===== config.mk =====
export PLATFORM = sky130hd
export DESIGN_NAME = alu_seq
export DESIGN_NICKNAME = d
export VERILOG_FILES = /design/src/rtl/alu_seq.sv
export SDC_FILE = /design/constraint.sdc
export NUM_CORES = 1
export LEC_CHECK = 0
export ABC_AREA = 1
export CAP_MARGIN = 10
export CORE_MARGIN = 2
export CORE_UTILIZATION = 45
export DETAILED_ROUTE_END_ITERATION = 8
export GPL_ROUTABILITY_DRIVEN = 0
export PLACE_DENSITY = 0.69
export SKIP_CTS_REPAIR_TIMING = 1
export SLEW_MARGIN = 30
export SYNTH_ARGS = -nofsm -noshare
export SYNTH_HDL_FRONTEND = slang
export SYNTH_SLANG_ARGS = --single-unit

===== constraint.sdc =====
create_clock -name clk_i -period 1 [get_ports clk_i]
set_clock_uncertainty 0.1 [all_clocks]
set_input_delay 0.2 -clock clk_i [delete_from_list [all_inputs] [get_ports clk_i]]
set_output_delay 0.2 -clock clk_i [all_outputs]
set_load 0.01 [all_outputs]

===== src/rtl/alu_seq.sv =====
// rtl/alu_seq.sv - sequential ALU, single-cycle logic/arith ops plus optional shift-add MUL
// Define ALU_SEQ_MUL_EN to build the 32-cycle multiplier; otherwise code 0011 is illegal.
module alu_seq (
    input  logic        clk_i,
    input  logic        rst_i,
    input  logic        start_i,
    input  logic [3:0]  ALUCtrl_i,
    input  logic [31:0] src1_i,
    input  logic [31:0] src2_i,
    output logic [31:0] result_o,
    output logic        zero_o,
    output logic        done_o,
    output logic        busy_o,
    output logic        illegal_o
);
    localparam logic [3:0] OP_AND  = 4'b0000;
    localparam logic [3:0] OP_OR   = 4'b0001;
    localparam logic [3:0] OP_ADD  = 4'b0010;
    localparam logic [3:0] OP_MUL  = 4'b0011;
    localparam logic [3:0] OP_SUB  = 4'b0110;
    localparam logic [3:0] OP_SLT  = 4'b0111;
    localparam logic [3:0] OP_NOR  = 4'b1100;
    localparam logic [3:0] OP_NAND = 4'b1101;

    logic        accept;
    logic        is_mul;
    logic        op_illegal;
    logic        mul_finish;
    logic [31:0] op_result;
    logic [31:0] mul_result;

    assign accept = start_i && !busy_o;

    always_comb begin
        op_result  = '0;
        op_illegal = 1'b0;
        is_mul     = 1'b0;
        case (ALUCtrl_i)
            OP_AND:  op_result = src1_i & src2_i;
            OP_OR:   op_result = src1_i | src2_i;
            OP_ADD:  op_result = src1_i + src2_i;
            OP_SUB:  op_result = src1_i - src2_i;
            OP_SLT:  op_result = ($signed(src1_i) < $signed(src2_i)) ? 32'h1 : 32'h0;
            OP_NOR:  op_result = ~(src1_i | src2_i);
            OP_NAND: op_result = ~(src1_i & src2_i);
`ifdef ALU_SEQ_MUL_EN
            OP_MUL:  is_mul = 1'b1;
`endif
            default: op_illegal = 1'b1;
        endcase
    end

`ifdef ALU_SEQ_MUL_EN
    typedef enum logic {S_IDLE, S_MUL} state_t;

    state_t      state;
    state_t      state_next;
    logic [5:0]  count;
    logic [31:0] acc;
    logic [31:0] mcand;
    logic [31:0] mplier;

    // One shift-add step; on the final iteration this is also the product.
    assign mul_result = acc + (mplier[0] ? mcand : 32'h0);
    assign busy_o     = (state == S_MUL);

    always_ff @(posedge clk_i or posedge rst_i) begin
        if (rst_i) begin
            state <= S_IDLE;
        end else begin
            state <= state_next;
        end
    end

    always_comb begin
        state_next = state;
        mul_finish = 1'b0;
        case (state)
            S_IDLE: begin
                if (accept && is_mul) begin
                    state_next = S_MUL;
                end
            end
            S_MUL: begin
                if (count == 6'd31) begin
                    mul_finish = 1'b1;
                    state_next = S_IDLE;
                end
            end
            default: state_next = S_IDLE;
        endcase
    end

    always_ff @(posedge clk_i or posedge rst_i) begin
        if (rst_i) begin
            count  <= '0;
            acc    <= '0;
            mcand  <= '0;
            mplier <= '0;
        end else if (state == S_IDLE) begin
            if (accept && is_mul) begin
                count  <= '0;
                acc    <= '0;
                mcand  <= src1_i;
                mplier <= src2_i;
            end
        end else begin
            count  <= count + 6'd1;
            acc    <= mul_result;
            mcand  <= mcand << 1;
            mplier <= mplier >> 1;
        end
    end
`else
    assign busy_o     = 1'b0;
    assign mul_finish = 1'b0;
    assign mul_result = '0;
`endif

    // Result flags change only on a completion; done_o is high for the cycle after it.
    always_ff @(posedge clk_i or posedge rst_i) begin
        if (rst_i) begin
            result_o  <= '0;
            zero_o    <= 1'b1;
            illegal_o <= 1'b0;
            done_o    <= 1'b0;
        end else begin
            done_o <= 1'b0;
            if (accept && !is_mul) begin
                result_o  <= op_result;
                zero_o    <= (op_result == 32'h0);
                illegal_o <= op_illegal;
                done_o    <= 1'b1;
            end else if (mul_finish) begin
                result_o  <= mul_result;
                zero_o    <= (mul_result == 32'h0);
                illegal_o <= 1'b0;
                done_o    <= 1'b1;
            end
        end
    end

endmodule

# Word level (Yosys, flattened, before mapping)
# Cells that the tools add are included.
[totals]
wordCells = 24
out_inout_bits = 36
register_bits = 35
[op_classes]
magnitude_cmp = 1
bitwise_logic = 4
n_addsub = 2
eq_ne = 6
muxes = 4
n_reduce_logical = 3
[op_table]
columns = ["op", "count"]
rows = [
  ["$pmux W32 S7", 1],
  ["$not A32 Y32", 2],
  ["$add A32 B32 Y32", 1],
  ["$and A32 B32 Y32", 1],
  ["$logic_not A32 Y1", 1],
  ["$lt A32 B32 Y1", 1],
  ["$or A32 B32 Y32", 1],
  ["$sub A32 B32 Y32", 1],
  ["$eq A4 B3 Y1 const B", 2],
  ["$eq A4 B4 Y1 const B", 2],
  ["$reduce_or A7 Y1", 1],
  ["$eq A4 B1 Y1 const B", 1],
  ["$eq A4 B2 Y1 const B", 1],
  ["$logic_not A4 Y1", 1],
  ["$mux W1", 3],
]

# Depth between registers and ports, before layout
[depth]
depth_word = 4
mapped_depth = 20

# Least setup slack after synthesis
# OpenSTA, ideal clock, no wires.
[synth_path]
kind = "input to register"
startpoint = "in src1_i[0]"
endpoint = "reg zero_o"
required_time_ns = 0.839
slack_ns = -1.199
stages = 18
setup_ns = 0.061
t_arrival_ns = 2.038
cell_sequence = "ha_1 -> inv_1 -> fa_1 -> o21ai_2 -> nand3_1 -> nand2_1 -> nand2_1 -> nand2_1 -> nand3b_1 -> nand2_1 -> nand2_1 -> nand3_1 -> nand2_1 -> nor2_1 -> nand2_1 -> nor2_1 -> nand3_1 -> nand2_1"
[synth_via]
elab_chain_len = 4
elab_cells_between_ends = 10
[synth_rtl]
columns = ["element", "line", "rtl"]
rows = [
  ["start: declaration", "8", "input logic [31:0] src1_i,"],
  ["$lt A32 B32 Y1, or another cell as far along", "43", "OP_SLT: op_result = ($signed(src1_i) < $signed(src2_i)) ? 32'h1 : 32'h0;"],
  ["$mux W1, or another cell as far along", "43", ""],
  ["$pmux W32 S7 (*)", "38", "case (ALUCtrl_i)"],
  ["$logic_not A32 Y1 (*)", "131", "zero_o <= (op_result == 32'h0);"],
  ["end signal: assignment", "131", ""],
  ["end signal: assignment", "136", "zero_o <= (mul_result == 32'h0);"],
  ["end: declaration", "11", "output logic zero_o,"],
]
# Every way passes the cells marked *; elsewhere a longest branch is shown, timed or not.
# A chain may end at the register's enable or synchronous reset.

# Worst setup path after layout
# Ends and elaborated chain as after synthesis.

==> flow_metrics.tcl <==
set metrics [dict create \
    status "finished, violations left" \
    violations "negative setup slack" \
    drtIter0Drc 1617 \
    final_util_pct 81.4 \
    hold_ws_ns 0.0836 \
    grt_usage_pct 31.2 \
    root_buffer "clkbuf_16" \
    synth-seq-cells 35 \
    clock_sinks 35 \
    route.detailed.drc 0 \
    postSynthCellCount 1472 \
    path_clk_slew_ns 0.05 \
    slowest_delay_ns 0.38 \
    clk_latency_ns 0.28 \
    antenna_found_initial 1 \
    cts.htree.levels 2 \
    cp-end-kind "flip-flop" \
    firstDrtPassIters 7 \
    critPathArrivalTime_ns 2.47 \
    grt_pass1_wl_microns 47200 \
    leakage_nw 7.81 \
    area_delta_synth_final_pct 75.7 \
    cts.path.max_buffers 2 \
    ys.warnings.count 0 \
    hold_class "input port to async pin" \
    yosys.area.top_type "nand2_1" \
    fin_ws_ns -1.35 \
    cp_cell_sequence "buf_6 > buf_12 > inv_12 > ha_4 > inv_4 > fa_2 > nand2_2 > nand2_4 > nand3_2 > nand2_4 > nand2_2 > nand2_2 > nand2_2 > nand3_1 > nand3_1 > nand3_2 > nor2_1 > nand2_1 > nor2_2 > nand3_2 > nand2_1" \
    multi_input_area_sq_mm 0.00803 \
    ios 107 \
    ys_types 45 \
    ir_worst_vdd_uv 1120 \
    final_cell_mix "nand2_1 (345), buf_4 (305), inv_1 (182), nand2_2 (105), nand3_1 (93)" \
    antenna_left 0 \
    max_clock_freq_mhz 426 \
    worstPathMaxFanout 4 \
    powerDensity_mw_per_mm2 774 \
    vias_per_cell 5.77 \
    critPathLaunchType "input port" \
    die_area_sq_mm 0.0190 \
    slew_viol_final 0 \
    fin_setup_tns_ns -36.09 \
    n_fill_cell 1095 \
    synth_area_sq_mm 0.00807 \
    core_sq_mm 0.0174 \
    period_share_pct 235 \
    place_ws_ns -2.03 \
    critPathKind "input port to flip-flop" \
    syn_avg_cell_area_sq_um 5.48 \
    synthArstFlopShare_pct 100 \
    crit_slowest_cell "fa_2" \
    yosys-top-cells-area "nand2_1 (22%), ha_1 (16%), inv_1 (13%)" \
    seq_area_sq_um 877 \
    overflow 0 \
    synth_edf_count 0 \
    synth_ff_type "dfrtp_1" \
    numCtsBuffers 5 \
    crit_required_ns 1.12 \
    chipWidth_microns 138 \
    grt_pass1_vias 9938 \
    routed_wl_microns 37400 \
    via_count 12100 \
    drv_cap 0 \
    hpwl_microns 25500 \
    initial_core_util_pct 46.3 \
    drive_above_1_share_pct 49.0 \
    setup_violations 69 \
    synth_top_area_share_pct 22.3 \
    syn_nets 1648 \
    nNetsFinal 2052 \
    rsz0062_at_grt "true" \
    fin_crit_ns 2.35 \
    tritoncts "yes" \
    rows 48 \
    fp.dieH_microns 138 \
    ys_seq_area_share_pct 10.9 \
    wire_per_inst_microns 17.8 \
    layout_commonest_cell "nand2_1" \
    grt_max_degree 48 \
    hold_violations 0 \
    portBuffers 105 \
    crit_top_cell "nand2_2" \
]
[report_power, final]
part / switching [mW] / leakage (nW) / internal, mW
clock: 0.522 / 0.0772 / 1.06
sequential: 0.0885 / 0.455 / 1.57
combinational: 4.43 / 7.28 / 3.31
[layer usage]
| metal | vias up | global-route usage (%) | wire [microns] |
|---|---|---|---|
| li1 | 5407 | - | - |
| met1 | 5488 | 42.8 | 13800 |
| met2 | 957 | 53.2 | 16800 |
| met3 | 292 | 2.45 | 4480 |
| met4 | 0 | 7.60 | 2320 |
| met5 | - | 0 | 0 |
[cell families (layout without fill, tap and decap cells)]
family	count (synthesis)	count (layout)	synth area share, %
buffers and inverters	332	737	17.2
other	1	2	0.0465
and+or+nand+nor	825	825	42.6
xor gates and xnor gates	2	2	0.217
DFF	35	35	10.9
AOI/OAI and AO/OA	172	172	12.6
adders and majority gates	105	105	16.5
[worst max-delay path, delay by kind of cell]
kind	cells	cell delay, ns
AND/OR/NAND/NOR	15	1.45
adder cells (fa/ha/maj)	2	0.52
buffers and inverters	4	0.30
[cell usage after synthesis (2+ instances only)]
library cell and count:
nor2_4 4, o21ai_1 3, ha_1 103, inv_2 6
fa_1 2, xnor2_1 2, a21oi_1 62, buf_6 9
o22ai_1 23, inv_1 280, nor2_1 144, nor2_2 4
nor4_1 2, buf_2 13, a221oi_1 15, a21oi_2 2
nand2_2 7, a211oi_1 8, nand3_1 147, buf_4 14
o21ai_0 43, nand3b_1 2, nor3_1 16, o21bai_1 9
clkbuf_1 8, dfrtp_1 34, nand2_1 480, nand4_1 13
[layout make-up]
class | instances | share of cell area (%)
Inverter | 286 | 8.07
Multi-Input combinational cell | 1105 | 56.7
Tap cell | 225 | 1.99
Clock buffer | 8 | 1.10
Sequential cell | 35 | 6.19
Timing Repair Buffer | 443 | 26.0
Antenna cell | 1 | 0.0177
[through the flow]
stage	power, mW	instances	instance area [sq um]
after floorplan	4.91	1472	8710
after global placement	7.55	2047	12000
after detailed placement	7.66	2047	12000
after CTS	9.28	2055	12100
after global routing	11.5	2103	14200
final	11.0	2103	14200
[path summary, 6_finish.rpt]
| kind | slack, ns | startpoint | end | cells after the start |
|---|---|---|---|---|
| setup reg to reg | 0.10 | result_o[0] | result_o[0] | 3 |
| hold reg to reg | 0.38 | result_o[5] | result_o[5] | 2 |
| min in group clk_i | 0.38 | result_o[5] | result_o[5] | 2 |
| max in group asynchronous | 0.37 | rst_i | result_o[20] | 3 |
| setup / recovery | -1.35 | src1_i[0] | zero_o | 21 |
| hold / removal | 0.08 | rst_i | result_o[31] | 2 |
[registers in the layout, summed over array words and instances (netlist names)]
register	flops
result_o	32
zero_o	1
done_o	1
illegal_o	1
Note: power is estimated with default switching activity, not from simulation.
